### config.mk
export PLATFORM = sky130hd
export DESIGN_NAME = reg_ring_initiator_flat
export DESIGN_NICKNAME = d
export VERILOG_FILES = /design/src/rtl/reg_ring_initiator_pkg.sv /design/src/rtl/reg_ring_initiator_if.sv /design/src/rtl/reg_ring_initiator.sv /design/src/flat_wrapper.sv
export SDC_FILE = /design/constraint.sdc
export NUM_CORES = 1
export LEC_CHECK = 0
export BUFFER_PORTS_ARGS = -buffer_cell sky130_fd_sc_hd__buf_2
export CORE_ASPECT_RATIO = 1.4
export CORE_MARGIN = 2
export CORE_UTILIZATION = 50
export CTS_CLUSTER_SIZE = 28
export DETAILED_ROUTE_END_ITERATION = 6
export PLACE_DENSITY = 0.91
export RECOVER_POWER = 100
export SYNTH_ARGS = -nofsm -noshare
export SYNTH_HDL_FRONTEND = slang
export SYNTH_SLANG_ARGS = --single-unit
export TNS_END_PERCENT = 20
### constraint.sdc
create_clock -name clk -period 3.37 [get_ports clk]
set_clock_uncertainty 0.05 [all_clocks]
set_input_delay 0.337 -clock clk [delete_from_list [all_inputs] [get_ports clk]]
set_output_delay 0.337 -clock clk [all_outputs]
set_load 0.01 [all_outputs]
### src/rtl/reg_ring_initiator_pkg.sv
// Shared widths, FSM encoding and response codes for the UDP register ring initiator.
package reg_ring_initiator_pkg;

  localparam int UDP_REG_ADDR_WIDTH  = 23;
  localparam int CPCI_NF2_DATA_WIDTH = 32;

  typedef enum logic [1:0] {
    ST_IDLE  = 2'b00,
    ST_ISSUE = 2'b01,
    ST_WAIT  = 2'b10,
    ST_RESP  = 2'b11
  } ring_state_e;

  typedef logic [1:0] rsp_err_t;

  localparam rsp_err_t ERR_OK      = 2'b00;
  localparam rsp_err_t ERR_NOACK   = 2'b01;
  localparam rsp_err_t ERR_TIMEOUT = 2'b10;

  localparam logic [CPCI_NF2_DATA_WIDTH-1:0] TIMEOUT_FILL = 32'hDEAD_BEEF;

  // Status code for a claimed return: ack means some responder owned the address.
  function automatic rsp_err_t claim_status(input logic ack);
    return ack ? ERR_OK : ERR_NOACK;
  endfunction

endpackage

### src/rtl/reg_ring_initiator_if.sv
// Local command/response port of the ring initiator; master = host side, slave = initiator.
interface reg_ring_initiator_if;
  import reg_ring_initiator_pkg::*;

  logic                           cmd_valid;
  logic                           cmd_ready;
  logic                           cmd_rd_wr_L;
  logic [UDP_REG_ADDR_WIDTH-1:0]  cmd_addr;
  logic [CPCI_NF2_DATA_WIDTH-1:0] cmd_wdata;
  logic                           rsp_valid;
  logic                           rsp_ready;
  logic [CPCI_NF2_DATA_WIDTH-1:0] rsp_rdata;
  rsp_err_t                       rsp_err;

  modport master (
    output cmd_valid, cmd_rd_wr_L, cmd_addr, cmd_wdata, rsp_ready,
    input  cmd_ready, rsp_valid, rsp_rdata, rsp_err
  );

  modport slave (
    input  cmd_valid, cmd_rd_wr_L, cmd_addr, cmd_wdata, rsp_ready,
    output cmd_ready, rsp_valid, rsp_rdata, rsp_err
  );

endinterface

### src/rtl/reg_ring_initiator.sv
// UDP register ring master: injects one tagged request, claims its return, reports status.
// Optional return watchdog is built only when REG_RING_TIMEOUT_EN is defined.
module reg_ring_initiator
  import reg_ring_initiator_pkg::*;
#(
  parameter int                           UDP_REG_SRC_WIDTH = 2,
  parameter logic [UDP_REG_SRC_WIDTH-1:0] SRC_ID            = UDP_REG_SRC_WIDTH'(1),
  parameter int                           TIMEOUT_CYCLES    = 1024
) (
  input  logic                           clk,
  input  logic                           reset_n,
  reg_ring_initiator_if.slave            cmd_if,

  output logic                           reg_req_out,
  output logic                           reg_ack_out,
  output logic                           reg_rd_wr_L_out,
  output logic [UDP_REG_ADDR_WIDTH-1:0]  reg_addr_out,
  output logic [CPCI_NF2_DATA_WIDTH-1:0] reg_data_out,
  output logic [UDP_REG_SRC_WIDTH-1:0]   reg_src_out,

  input  logic                           reg_req_in,
  input  logic                           reg_ack_in,
  input  logic                           reg_rd_wr_L_in,
  input  logic [UDP_REG_ADDR_WIDTH-1:0]  reg_addr_in,
  input  logic [CPCI_NF2_DATA_WIDTH-1:0] reg_data_in,
  input  logic [UDP_REG_SRC_WIDTH-1:0]   reg_src_in
);

  ring_state_e                    r_state;
  logic                           r_cmd_ready;
  logic                           r_rsp_valid;
  logic [CPCI_NF2_DATA_WIDTH-1:0] r_rsp_rdata;
  rsp_err_t                       r_rsp_err;
  logic [UDP_REG_ADDR_WIDTH-1:0]  r_addr;

  logic                           r_req_out;
  logic                           r_rd_wr_L_out;
  logic [UDP_REG_ADDR_WIDTH-1:0]  r_addr_out;
  logic [CPCI_NF2_DATA_WIDTH-1:0] r_data_out;
  logic [UDP_REG_SRC_WIDTH-1:0]   r_src_out;

  logic                           w_claim;
  logic                           w_unused_ok;

`ifdef REG_RING_TIMEOUT_EN
  localparam int TMO_W = $clog2(TIMEOUT_CYCLES + 1);
  logic [TMO_W-1:0] r_tmo_cnt;
  logic             w_tmo_hit;

  assign w_tmo_hit   = (r_tmo_cnt == TMO_W'(TIMEOUT_CYCLES - 1));
  assign w_unused_ok = reg_rd_wr_L_in;
`else
  assign w_unused_ok = reg_rd_wr_L_in ^ 1'(TIMEOUT_CYCLES % 2);
`endif

  // Only our own tagged return for the outstanding address is claimed.
  assign w_claim = (r_state == ST_WAIT) && reg_req_in &&
                   (reg_src_in == SRC_ID) && (reg_addr_in == r_addr);

  // Transaction FSM; every output is a register written here.
  always_ff @(posedge clk or negedge reset_n) begin
    if (!reset_n) begin
      r_state       <= ST_IDLE;
      r_cmd_ready   <= 1'b0;
      r_rsp_valid   <= 1'b0;
      r_rsp_rdata   <= '0;
      r_rsp_err     <= ERR_OK;
      r_addr        <= '0;
      r_req_out     <= 1'b0;
      r_rd_wr_L_out <= 1'b0;
      r_addr_out    <= '0;
      r_data_out    <= '0;
      r_src_out     <= '0;
`ifdef REG_RING_TIMEOUT_EN
      r_tmo_cnt     <= '0;
`endif
    end else begin
      case (r_state)
        ST_IDLE: begin
          if (cmd_if.cmd_valid && r_cmd_ready) begin
            r_cmd_ready   <= 1'b0;
            r_addr        <= cmd_if.cmd_addr;
            r_req_out     <= 1'b1;
            r_rd_wr_L_out <= cmd_if.cmd_rd_wr_L;
            r_addr_out    <= cmd_if.cmd_addr;
            r_data_out    <= cmd_if.cmd_wdata;
            r_src_out     <= SRC_ID;
            r_state       <= ST_ISSUE;
          end else begin
            r_cmd_ready   <= 1'b1;
          end
        end
        ST_ISSUE: begin
          // Request lives on the ring head for this single cycle only.
          r_req_out     <= 1'b0;
          r_rd_wr_L_out <= 1'b0;
          r_addr_out    <= '0;
          r_data_out    <= '0;
          r_src_out     <= '0;
`ifdef REG_RING_TIMEOUT_EN
          r_tmo_cnt     <= '0;
`endif
          r_state       <= ST_WAIT;
        end
        ST_WAIT: begin
          if (w_claim) begin
            r_rsp_rdata <= reg_data_in;
            r_rsp_err   <= claim_status(reg_ack_in);
            r_rsp_valid <= 1'b1;
            r_state     <= ST_RESP;
          end
`ifdef REG_RING_TIMEOUT_EN
          else if (w_tmo_hit) begin
            r_tmo_cnt   <= TMO_W'(TIMEOUT_CYCLES);
            r_rsp_rdata <= TIMEOUT_FILL;
            r_rsp_err   <= ERR_TIMEOUT;
            r_rsp_valid <= 1'b1;
            r_state     <= ST_RESP;
          end else if (r_tmo_cnt != TMO_W'(TIMEOUT_CYCLES)) begin
            r_tmo_cnt   <= r_tmo_cnt + TMO_W'(1);
          end
`endif
          else begin
            r_state     <= ST_WAIT;
          end
        end
        ST_RESP: begin
          if (cmd_if.rsp_ready) begin
            r_rsp_valid <= 1'b0;
            r_cmd_ready <= 1'b1;
            r_state     <= ST_IDLE;
          end else begin
            r_rsp_valid <= 1'b1;
          end
        end
        default: begin
          r_state     <= ST_IDLE;
          r_cmd_ready <= 1'b0;
          r_rsp_valid <= 1'b0;
          r_req_out   <= 1'b0;
        end
      endcase
    end
  end

  assign cmd_if.cmd_ready = r_cmd_ready;
  assign cmd_if.rsp_valid = r_rsp_valid;
  assign cmd_if.rsp_rdata = r_rsp_rdata;
  assign cmd_if.rsp_err   = r_rsp_err;

  assign reg_req_out      = r_req_out;
  assign reg_ack_out      = 1'b0;
  assign reg_rd_wr_L_out  = r_rd_wr_L_out;
  assign reg_addr_out     = r_addr_out;
  assign reg_data_out     = r_data_out;
  assign reg_src_out      = r_src_out;

endmodule

### src/flat_wrapper.sv
// flat-port wrapper written by rule: the top's interface ports become plain ports
module reg_ring_initiator_flat import reg_ring_initiator_pkg::*;
#(
  parameter int                           UDP_REG_SRC_WIDTH = 2,
  parameter logic [UDP_REG_SRC_WIDTH-1:0] SRC_ID            = UDP_REG_SRC_WIDTH'(1),
  parameter int                           TIMEOUT_CYCLES    = 1024
)
  (clk, reset_n, reg_req_out, reg_ack_out, reg_rd_wr_L_out, reg_addr_out, reg_data_out, reg_src_out, reg_req_in, reg_ack_in, reg_rd_wr_L_in, reg_addr_in, reg_data_in, reg_src_in, cmd_if_cmd_valid, cmd_if_cmd_rd_wr_L, cmd_if_cmd_addr, cmd_if_cmd_wdata, cmd_if_rsp_ready, cmd_if_cmd_ready, cmd_if_rsp_valid, cmd_if_rsp_rdata, cmd_if_rsp_err);
  reg_ring_initiator_if cmd_if_i ();
  input  logic clk;
  input  logic reset_n;
  output logic reg_req_out;
  output logic reg_ack_out;
  output logic reg_rd_wr_L_out;
  output logic [UDP_REG_ADDR_WIDTH-1:0] reg_addr_out;
  output logic [CPCI_NF2_DATA_WIDTH-1:0] reg_data_out;
  output logic [UDP_REG_SRC_WIDTH-1:0] reg_src_out;
  input  logic reg_req_in;
  input  logic reg_ack_in;
  input  logic reg_rd_wr_L_in;
  input  logic [UDP_REG_ADDR_WIDTH-1:0] reg_addr_in;
  input  logic [CPCI_NF2_DATA_WIDTH-1:0] reg_data_in;
  input  logic [UDP_REG_SRC_WIDTH-1:0] reg_src_in;
  input wire logic [$bits(cmd_if_i.cmd_valid)-1:0] cmd_if_cmd_valid;
  input wire logic [$bits(cmd_if_i.cmd_rd_wr_L)-1:0] cmd_if_cmd_rd_wr_L;
  input wire logic [$bits(cmd_if_i.cmd_addr)-1:0] cmd_if_cmd_addr;
  input wire logic [$bits(cmd_if_i.cmd_wdata)-1:0] cmd_if_cmd_wdata;
  input wire logic [$bits(cmd_if_i.rsp_ready)-1:0] cmd_if_rsp_ready;
  output wire logic [$bits(cmd_if_i.cmd_ready)-1:0] cmd_if_cmd_ready;
  output wire logic [$bits(cmd_if_i.rsp_valid)-1:0] cmd_if_rsp_valid;
  output wire logic [$bits(cmd_if_i.rsp_rdata)-1:0] cmd_if_rsp_rdata;
  output wire logic [$bits(cmd_if_i.rsp_err)-1:0] cmd_if_rsp_err;
  assign cmd_if_i.cmd_valid = cmd_if_cmd_valid;
  assign cmd_if_i.cmd_rd_wr_L = cmd_if_cmd_rd_wr_L;
  assign cmd_if_i.cmd_addr = cmd_if_cmd_addr;
  assign cmd_if_i.cmd_wdata = cmd_if_cmd_wdata;
  assign cmd_if_i.rsp_ready = cmd_if_rsp_ready;
  assign cmd_if_cmd_ready = cmd_if_i.cmd_ready;
  assign cmd_if_rsp_valid = cmd_if_i.rsp_valid;
  assign cmd_if_rsp_rdata = cmd_if_i.rsp_rdata;
  assign cmd_if_rsp_err = cmd_if_i.rsp_err;
  reg_ring_initiator #(.UDP_REG_SRC_WIDTH(UDP_REG_SRC_WIDTH), .SRC_ID(SRC_ID), .TIMEOUT_CYCLES(TIMEOUT_CYCLES)) u_core (.clk(clk), .reset_n(reset_n), .cmd_if(cmd_if_i), .reg_req_out(reg_req_out), .reg_ack_out(reg_ack_out), .reg_rd_wr_L_out(reg_rd_wr_L_out), .reg_addr_out(reg_addr_out), .reg_data_out(reg_data_out), .reg_src_out(reg_src_out), .reg_req_in(reg_req_in), .reg_ack_in(reg_ack_in), .reg_rd_wr_L_in(reg_rd_wr_L_in), .reg_addr_in(reg_addr_in), .reg_data_in(reg_data_in), .reg_src_in(reg_src_in));
endmodule
Word-level counts from Yosys, hierarchy flattened

Index checks and enable logic that the tools add are counted.
Widths: inputs -> output; s select.

Eq/ne operators: 8
Muxes and demuxes: 20
Reduce and logical (&&, ||, !) cells: 14

Operator list:

| cell               | number |
|---|---|
| $pmux 32 s2        | 1 |
| $pmux 23 s2        | 1 |
| $mux 32            | 1 |
| $eq 23x23->1       | 1 |
| $mux 23            | 1 |
| $reduce_and 2->1   | 6 |
| $mux 1             | 8 |
| $pmux 1 s2         | 4 |
| $pmux 2 s4         | 1 |
| $reduce_bool 2->1  | 3 |
| $eq 2x1->1 const B | 2 |
| $eq 2x2->1 const B | 2 |
| $logic_and 1x1->1  | 4 |
| $mux 2             | 2 |
| $ne 2x1->1 const B | 2 |
| $pmux 2 s2         | 1 |
| $logic_not 2->1    | 1 |
| $ne 2x2->1 const B | 1 |

Register bits after elaboration: 120
Input port bits: 120
Output and inout bits: 96
Word-level logic and storage cells: 53

Logic depth before layout (Yosys ltp)

Gate-level depths: netlist of run 1.

Depth in word-level cells: 6
Depth in mapped cells: 8
Depth with buffers taken out: 7

Worst setup path before layout of run 1

No wires, ideal clock.

Kind: register -> register
From: register u_core.r_state[0]
To: register u_core.r_addr_out[0] (netlist: u_core.reg_addr_out[0])
Setup time: 0.066 ns
Arrival: 1.809 ns
Data required time: 3.254 ns
Path slack: 1.445 ns
Cell stages (with the launch flop): 8
Buffers on the path: 2
Period minus slack after synthesis: 1.925 ns
Cells stage by stage: dfrtp_1 inv_1 ha_1 nand3_1 a21boi_0 buf_2 buf_1 a22o_1

Cells in the longest elaborated chain, start to end: 3

Ends and longest elaborated chain:

| element                                                                 | line                      | text |
|---|---|---|
| from (decl)                                                             | reg_ring_initiator.sv:29  | `ring_state_e r_state;` |
| from (signal assigned)                                                  | reg_ring_initiator.sv:63  | `r_state <= ST_IDLE;` |
| from (signal assigned)                                                  | reg_ring_initiator.sv:88  | `r_state <= ST_ISSUE;` |
| from (signal assigned)                                                  | reg_ring_initiator.sv:103 | `r_state <= ST_WAIT;` |
| $eq 2x1->1 / $logic_not 2->1 (equally long branches)                    | reg_ring_initiator.sv:78  | `case (r_state)` |
| $reduce_bool 2->1 (no source line) / $ne 2x1->1 (equally long branches) | --                        |  |
| $reduce_and 2->1 (no source line)                                       | --                        |  |
| to (signal assigned)                                                    | reg_ring_initiator.sv:85  | `r_addr_out <= cmd_if.cmd_addr;` |
| to (decl)                                                               | reg_ring_initiator.sv:38  | `logic [UDP_REG_ADDR_WIDTH-1:0] r_addr_out;` |

Parallel ways exist; a longest one is shown, timed or not.
A chain may end at the register's enable or synchronous reset.

Final worst setup path of run 1

From: register u_core.r_addr[21]
To: register u_core.r_rsp_rdata[29] (netlist: u_core.cmd_if.rsp_rdata[29])

Cells in the longest elaborated chain, start to end: 3

Ends and longest elaborated chain:

| element                           | line                      | text |
|---|---|---|
| from (decl)                       | reg_ring_initiator.sv:34  | `logic [UDP_REG_ADDR_WIDTH-1:0] r_addr;` |
| from (signal assigned)            | reg_ring_initiator.sv:82  | `r_addr <= cmd_if.cmd_addr;` |
| $eq 23x23->1                      | reg_ring_initiator.sv:58  | `(reg_src_in == SRC_ID) && (reg_addr_in == r_addr);` |
| $logic_and 1x1->1                 | reg_ring_initiator.sv:58  |  |
| $reduce_and 2->1 (no source line) | --                        |  |
| to (signal assigned)              | reg_ring_initiator.sv:107 | `r_rsp_rdata <= reg_data_in;` |
| to (decl)                         | reg_ring_initiator.sv:32  | `logic [CPCI_NF2_DATA_WIDTH-1:0] r_rsp_rdata;` |

Every way passes these cells.

==> results of run 1 <==
-- layout make-up --
| cell class | count | area [sq um] |
|---|---|---|
| fill | 692 | 2720 |
| timing repair buffer | 216 | 977 |
| clock inverter | 9 | 123 |
| multi-input combinational | 171 | 1580 |
| sequential | 117 | 2930 |
| inverter | 5 | 18.8 |
| clock buffer | 23 | 498 |
| tap | 107 | 134 |
-- synth_stat cells (2+ instances only) --
master,number
dfrtp_1,117
a22o_1,56
mux2_2,52
xor2_1,21
clkbuf_1,8
inv_1,5
nor4_1,5
buf_2,4
buf_4,4
ha_1,4
nor2_1,4
a21oi_1,3
buf_6,3
mux2_1,3
nand2_1,3
buf_1,2
nand3_1,2
nand4_1,2
xnor2_1,2
-- metal layers --
metal	up-vias	track usage (%)	wire length, um
met5	-	0	0
met1	1703	26.1	4100
met3	23	5.61	660
met2	157	39.3	6010
li1	1564	-	-
met4	0	11.2	278
-- power by group --
group          internal (mW)  total (mW)  switching [mW]  leakage, nW
logic                  0.678        1.45           0.768         1.31
registers               1.81        2.07           0.259         1.52
clock network           1.25        1.85           0.597        0.309
-- logic make-up (layout without fill, tap and decap cells) --
family | Yosys count | after routing | share of synthesized area (%)
flops | 117 | 117 | 63.4
compound gates | 65 | 65 | 12.0
mux | 56 | 56 | 13.6
buf+inv | 26 | 253 | 3.04
xor+xnor | 23 | 23 | 4.36
simple gates | 20 | 20 | 2.44
fa+ha+maj | 4 | 4 | 1.08
other cells | 1 | 3 | 0.0812
-- how the worst min path moves through the flow --
stage / cells after the start / from / end
after floorplan: 0 / reset_n / u_core.cmd_if.cmd_ready$_DFFE_PN0P_
after global placement: 1 / reset_n / u_core.cmd_if.rsp_rdata[7]$_DFFE_PN0P_
after detailed placement: 1 / reset_n / u_core.cmd_if.rsp_rdata[5]$_DFFE_PN0P_
after CTS: 2 / reg_ack_in / u_core.cmd_if.rsp_err[0]$_DFFE_PN0P_
after global routing: 2 / reg_ack_in / u_core.cmd_if.rsp_err[0]$_DFFE_PN0P_
final: 2 / reg_ack_in / u_core.cmd_if.rsp_err[0]$_DFFE_PN0P_
-- sequential cells by signal (all words and copies together) (netlist names) --
name / count
u_core.reg_src_out: 1
u_core.r_state: 2
u_core.reg_rd_wr_L_out: 1
u_core.cmd_if.rsp_err: 1
u_core.r_addr: 23
u_core.cmd_if.cmd_ready: 1
u_core.reg_data_out: 32
u_core.cmd_if.rsp_rdata: 32
u_core.reg_addr_out: 23
u_core.cmd_if.rsp_valid: 1
-- worst max-delay path, cell delays in order (launching register included) --
cell	delay [ps]
dfrtp_1	390
xor2_1	170
nor4_1	470
nand4_1	340
nor2_4	170
clkbuf_2	650
mux2_2	420
-- per-stage QoR --
stage	area, sq um	setup WS (ps)
final	6250	551
after global routing	6250	466
after CTS	6390	776
after detailed placement	5760	823
after global placement	5760	894
after floorplan	4620	1440
-- timing repair --
| item | 4_1_cts | 5_1_grt |
|---|---|---|
| hold endpoints to repair | 51 | 0 |
| hold buffers | 1 | 0 |
| resized for setup | 0 | 0 |
| setup endpoints to repair | 0 | 0 |
==> impl_results.md, run 1 <==
- Die Area: 10,000 sq um
- Final Setup Violations: 0
- Average wire per standard cell: approximately 17 um
- Antenna-violating nets left: 0
- Vias: 3,447
- Total power density per cell area: 858 nW/um^2
- Antenna violations before repair: 0
- Layout Cells excl Fill: 648
- Layout area overhead: 35.4%
- Max-slew violation count: 0
- Min Hold Slack: about 56 ps
- Status: finished clean
- Most common flop cell mapped by yosys: dfrtp_1
- Fin util: about 70%
- TNS Setup: 0 ps
- Synth unique cells: 31
- Gr ovfl total: 0
- Yosys top cell area share: 63.4%
- FF-to-FF setup slack: roughly 550 ps
- I/O pins: about 220
- Starting DRC count in detailed routing: approximately 140
- Critical Path Start Type: flip-flop
- Share of cells above drive strength 1: 38.6%
- Row cnt: 41
- Vias in the first global route: between 3,000 and 4,000
- Critical path origin: u_core.r_addr[21]$_DFFE_PN0P_
- Seq cells post-synth: 117
- Max_cap viols: 0
- CTS clk-pin slew, worst paths: ~50 ps
- Crit path time final: roughly 2800 ps
- CTS buffer count: 17
- Number of synthesized flops with an enable pin: 0
- Post-Syn Instances: approximately 310
- Buffers on Ports: 211
- Nets: around 650
- Chip Height: between 100 and 150 um
- YS warnings: 0
- Max IR drop VDD: 0.526 mV
- Core Area: 8980 sq um
- Register area share after synthesis: 63.4%
- WL final: 11,100 um
- Post-synthesis async set-or-reset flop share: 100%
- CTS tree: built
- Cell area after synthesis: 4620 sq um
- Vias/cell: about 5.3
- Fmax: approximately 350 MHz
- Hold Violations, Final: 0
- Worst reg-to-reg path cell count: 6
- Req. time, crit path: between 3000 and 4000 ps
- First-pass GRT wire length: between 15,000 and 20,000 um
- # clock sinks: ~120
- H-tree Lvls: 4
- RSZ-0062 raised after global routing: false
- Initial Util: 51.4%
- Pwr Total: 5.37 mW
- Max clock buf depth: 2
- Antenna Cells: 0
- Final period util: between 80% and 90%
- Placed Cells: slightly above 600
- Drt first pass iters: 5
- HPWL after detailed placement: around 7700 um
- Root Buffer: clkbuf_16
- Worst slew pin tran: between 1000 and 1500 ps
- Leak: 3.14 nW
- Most frequent cells in the layout: buf_2, dfrtp_1, clkbuf_1, a22o_1, mux2_2
- Setup CP Type: reg -> reg
- Max_slew headroom: approximately 14%
- CP endpoint: u_core.cmd_if.rsp_rdata[29]$_DFFE_PN0P_
- Largest net degree at the start of global routing: 67
- RR Endpoint: u_core.cmd_if.rsp_rdata[29]$_DFFE_PN0P_
- WP data arrival: 3050 ps
- Reg-to-reg critical path startpoint: u_core.r_addr[21]$_DFFE_PN0P_
- CP Capture Type: flip-flop
- Worst-Skew Late Latency: about 400 ps
- HP Class: in -> reg
- # DRC: 0
- CP max FO: 34
- Syn Area/Cell: 14.8 sq um
- Synth area leader: dfrtp_1
- Total Routing Usage GR: a little under a quarter
- Top cells by area, synth: dfrtp_1, mux2_2, a22o_1
- Die X: ~85 um
- Final Wtd Congestion: just over 0.8
- Postcts setup bufs: 0
Note: power is estimated with default switching activity, not from simulation.
==> inputs of run 2 (changes only) <==
--- a/config.mk
+++ b/config.mk
@@ -8,10 +8,10 @@
 export BUFFER_PORTS_ARGS = -buffer_cell sky130_fd_sc_hd__buf_2
 export CORE_ASPECT_RATIO = 1.4
 export CORE_MARGIN = 2
-export CORE_UTILIZATION = 50
+export CORE_UTILIZATION = 42
 export CTS_CLUSTER_SIZE = 28
 export DETAILED_ROUTE_END_ITERATION = 6
-export PLACE_DENSITY = 0.91
+export PLACE_DENSITY = 0.82
 export RECOVER_POWER = 100
 export SYNTH_ARGS = -nofsm -noshare
 export SYNTH_HDL_FRONTEND = slang
==> constraint.sdc (replaced) <==
create_clock -name clk -period 2.3 [get_ports clk]
set_clock_uncertainty 0.05 [all_clocks]
set_input_delay 0.23 -clock clk [delete_from_list [all_inputs] [get_ports clk]]
set_output_delay 0.23 -clock clk [all_outputs]
set_load 0.01 [all_outputs]
==> run 2 against run 1 <==
- the run now ends with capacitance limit, slew limit left
- wire length is 1.7% higher
- global-route usage is 3.1 points lower
- non-clock buffer count is 33 higher
- final cell count is 10% higher
- register-to-register slack worse by 390 ps
- sequential power is 46% higher
- design area is 6.8% higher
- clock power is 55% higher
- core utilization is 7.6 points lower
- critical path type unchanged
- via count is 2.8% higher
- clock-buffer cell count stayed put
==> impl_results.md, run 2 (synthesized netlist as in run 1, its figures left out) <==
- Pwr Total: 8.08 mW (+51%)
- Worst slew pin tran: 1630 ps (+353 ps)
- Comb power frac: 27.2% (+0.3 points)
- Die Area: 11,900 sq um (+18%)
- Req. time, crit path: 2530 ps (-1070 ps)
- Most frequent cells in the layout: buf_2, dfrtp_1, clkbuf_1, a22o_1, mux2_2
- Leak: 3.30 nW (+5.0%)
- Max clock buf depth: 2 (unchanged)
- Antenna violations before repair: 1 (+1)
- Worst-Skew Late Latency: 400 ps (about the same)
- Die X: 92.6 um (+8.7%)
- Root Buffer: clkbuf_16
- RR Endpoint: u_core.cmd_if.rsp_rdata[28]$_DFFE_PN0P_
- Starting DRC count in detailed routing: 95 (-33%)
- Worst hold path depth: 2 (unchanged)
- Chip Height: 128 um (+8.8%)
- Layout area overhead: 44.7%
- HPWL after detailed placement: 7580 um (-2.1%)
- Max-slew violation count: 31 (+31)
- CTS tree: built
- RSZ-0062 raised after global routing: false
- Largest net degree at the start of global routing: 59 (-12%)
- Internal Power: 5.71 mW (+53%)
- Max_cap viols: 1 (+1)
- HP Class: in -> reg
- Nets: 685 (+5.1%)
- Sw Pwr: 2.37 mW (+46%)
- Gr ovfl total: 0 (unchanged)
- Buffers on Ports: 211 (unchanged)
- Max_slew headroom: -8.96% (-23 points)
- Fmax: 468 MHz (+32%)
- First-pass GRT wire length: 18,000 um (+0.38%)
- Drt first pass iters: 4 (-1)
- WL final: 11,200 um (+1.7%)
- Crit path time final: 2140 ps (-681 ps)
- CTS buffer count: 17 (unchanged)
- Initial Util: 42.9% (-8.5 points)
- Total Routing Usage GR: 19.7% (-3.1 points)
- Setup CP Type: reg -> reg
- Critical Path Start Type: flip-flop
- Failing checks: capacitance limit, slew limit
- Dpl cell area: 5880 sq um (+2.2%)
- Total power density per cell area: 1210 nW/um^2 (+41%)
- Sequential share of power: 37.4% (-1.2 points)
- H-tree Lvls: 4 (unchanged)
- # clock sinks: 117 (unchanged)
- Fin util: 62.1% (-7.6 points)
- Status: finished, violations left
- Switching Fraction: 29.3% (-0.93 points)
- Share of cells above drive strength 1: 37.1% (-1.5 points)
- Clock share of power: 35.4% (+0.9 points)
- Reg-to-reg critical path startpoint: u_core.r_addr[11]$_DFFE_PN0P_
- Design area: 6680 sq um (+6.8%)
- FF-to-FF setup slack: 160 ps (-390 ps)
- Antenna Cells: 0 (unchanged)
- Vias: 3,542 (+2.8%)
- Critical path origin: u_core.r_addr[11]$_DFFE_PN0P_
- Antenna-violating nets left: 0 (unchanged)
- # DRC: 0 (unchanged)
- Hold Violations, Final: 0 (unchanged)
- Row cnt: 45 (+9.8%)
- Average wire per standard cell: 15.7 um (-7.8%)
- Final Setup Violations: 0 (unchanged)
- Final Wtd Congestion: 0.767 (-6.0%)
- CP max FO: 29 (-15%)
- WP data arrival: 2360 ps (-690 ps)
- Core Area: 10,800 sq um (+20%)
- Worst reg-to-reg path cell count: 6 (unchanged)
- Vias in the first global route: 3,728 (-0.13%)
- I/O pins: 216 (unchanged)
- Final period util: 92.9% (+9.3 points)
- CP Capture Type: flip-flop
- Vias/cell: 4.95 (-6.9%)
- CTS clk-pin slew, worst paths: 50 ps (about the same)
- Max IR drop VDD: 0.758 mV (+44%)
- CP endpoint: u_core.cmd_if.rsp_rdata[28]$_DFFE_PN0P_
- TNS Setup: 0 ps (unchanged)
## run 2: changes by cell type in the layout (fill, tap and decap cells not counted)
cell           previous run  this run
dlygate4sd3_1             1        28
nor4_2                    0         1
bufinv_16                 3         5
clkbuf_8                  5         3
buf_12                    0         3
clkbuf_4                  1         2
nor4_1                    5         4
clkbuf_2                  2         3
clkinv_2                  5         3
clkbuf_1                 94        97
## run 2: worst min-delay path by stage
stage,slack [ps],start,endpoint
finish,20,cmd_if_cmd_wdata[20],u_core.reg_data_out[20]$_DFFE_PN0P_
global route,1,reg_data_in[16],u_core.cmd_if.rsp_rdata[16]$_DFFE_PN0P_
CTS,0.2,cmd_if_cmd_wdata[20],u_core.reg_data_out[20]$_DFFE_PN0P_
detailed placement,140,reset_n,u_core.cmd_if.rsp_rdata[10]$_DFFE_PN0P_
global placement,130,reset_n,u_core.cmd_if.rsp_rdata[10]$_DFFE_PN0P_
floorplan,-120,reset_n,u_core.cmd_if.cmd_ready$_DFFE_PN0P_
## run 2: critical path: stages, from the launching register on
cell,delay (ps)
dfrtp_1,390
xor2_1,160
nor4_1,360
nand4_1,280
nor2_4,200
buf_12,200
mux2_2,360
## run 2: layer usage
metal / track usage (%) / routed length, um / vias to the layer above / share of wire [%]
met2: 33.4 / 5780 / 148 / 51
li1: - / - / 1628 / -
met4: 8.13 / 240 / 2 / 2.1
met5: 0 / 11 / - / 0.098
met3: 6.11 / 737 / 23 / 6.6
met1: 23.2 / 4470 / 1741 / 40
## run 2: through the flow
step	worst slack, ps	hold slack [ps]	std cells
floorplan	375	-116	314
global placement	188	132	655
detailed placement	118	135	655
CTS	98.2	0.212	714
global route	4.87	1.01	715
finish	162	16.8	715
## run 2: layout make-up
cell class              instances  area [sq um]
flip-flops and latches        117          2930
well taps                     141           176
fillers                       878          4080
clock inverters                 9           173
repair buffers                249          1320
clock buffers                  23           478
inverters                       5          18.8
multi-input cells             171          1580
## run 2: what timing repair did
action | in CTS | in global routing
endpoints found under the setup margin | 0 | 27
gates resized for setup | 0 | 1
setup buffers | 0 | 0
endpoints found under the hold margin | 54 | 1
hold buffers | 27 | 1
## run 2: power groups by stage
stage	logic (mW)	clock network, mW	registers, mW
finish	2.20	2.86	3.02
global route	2.44	3.05	3.09
CTS	2.35	2.94	3.00
detailed placement	2.30	0	3.02
global placement	2.23	0	3.00
floorplan	1.27	0	3.14
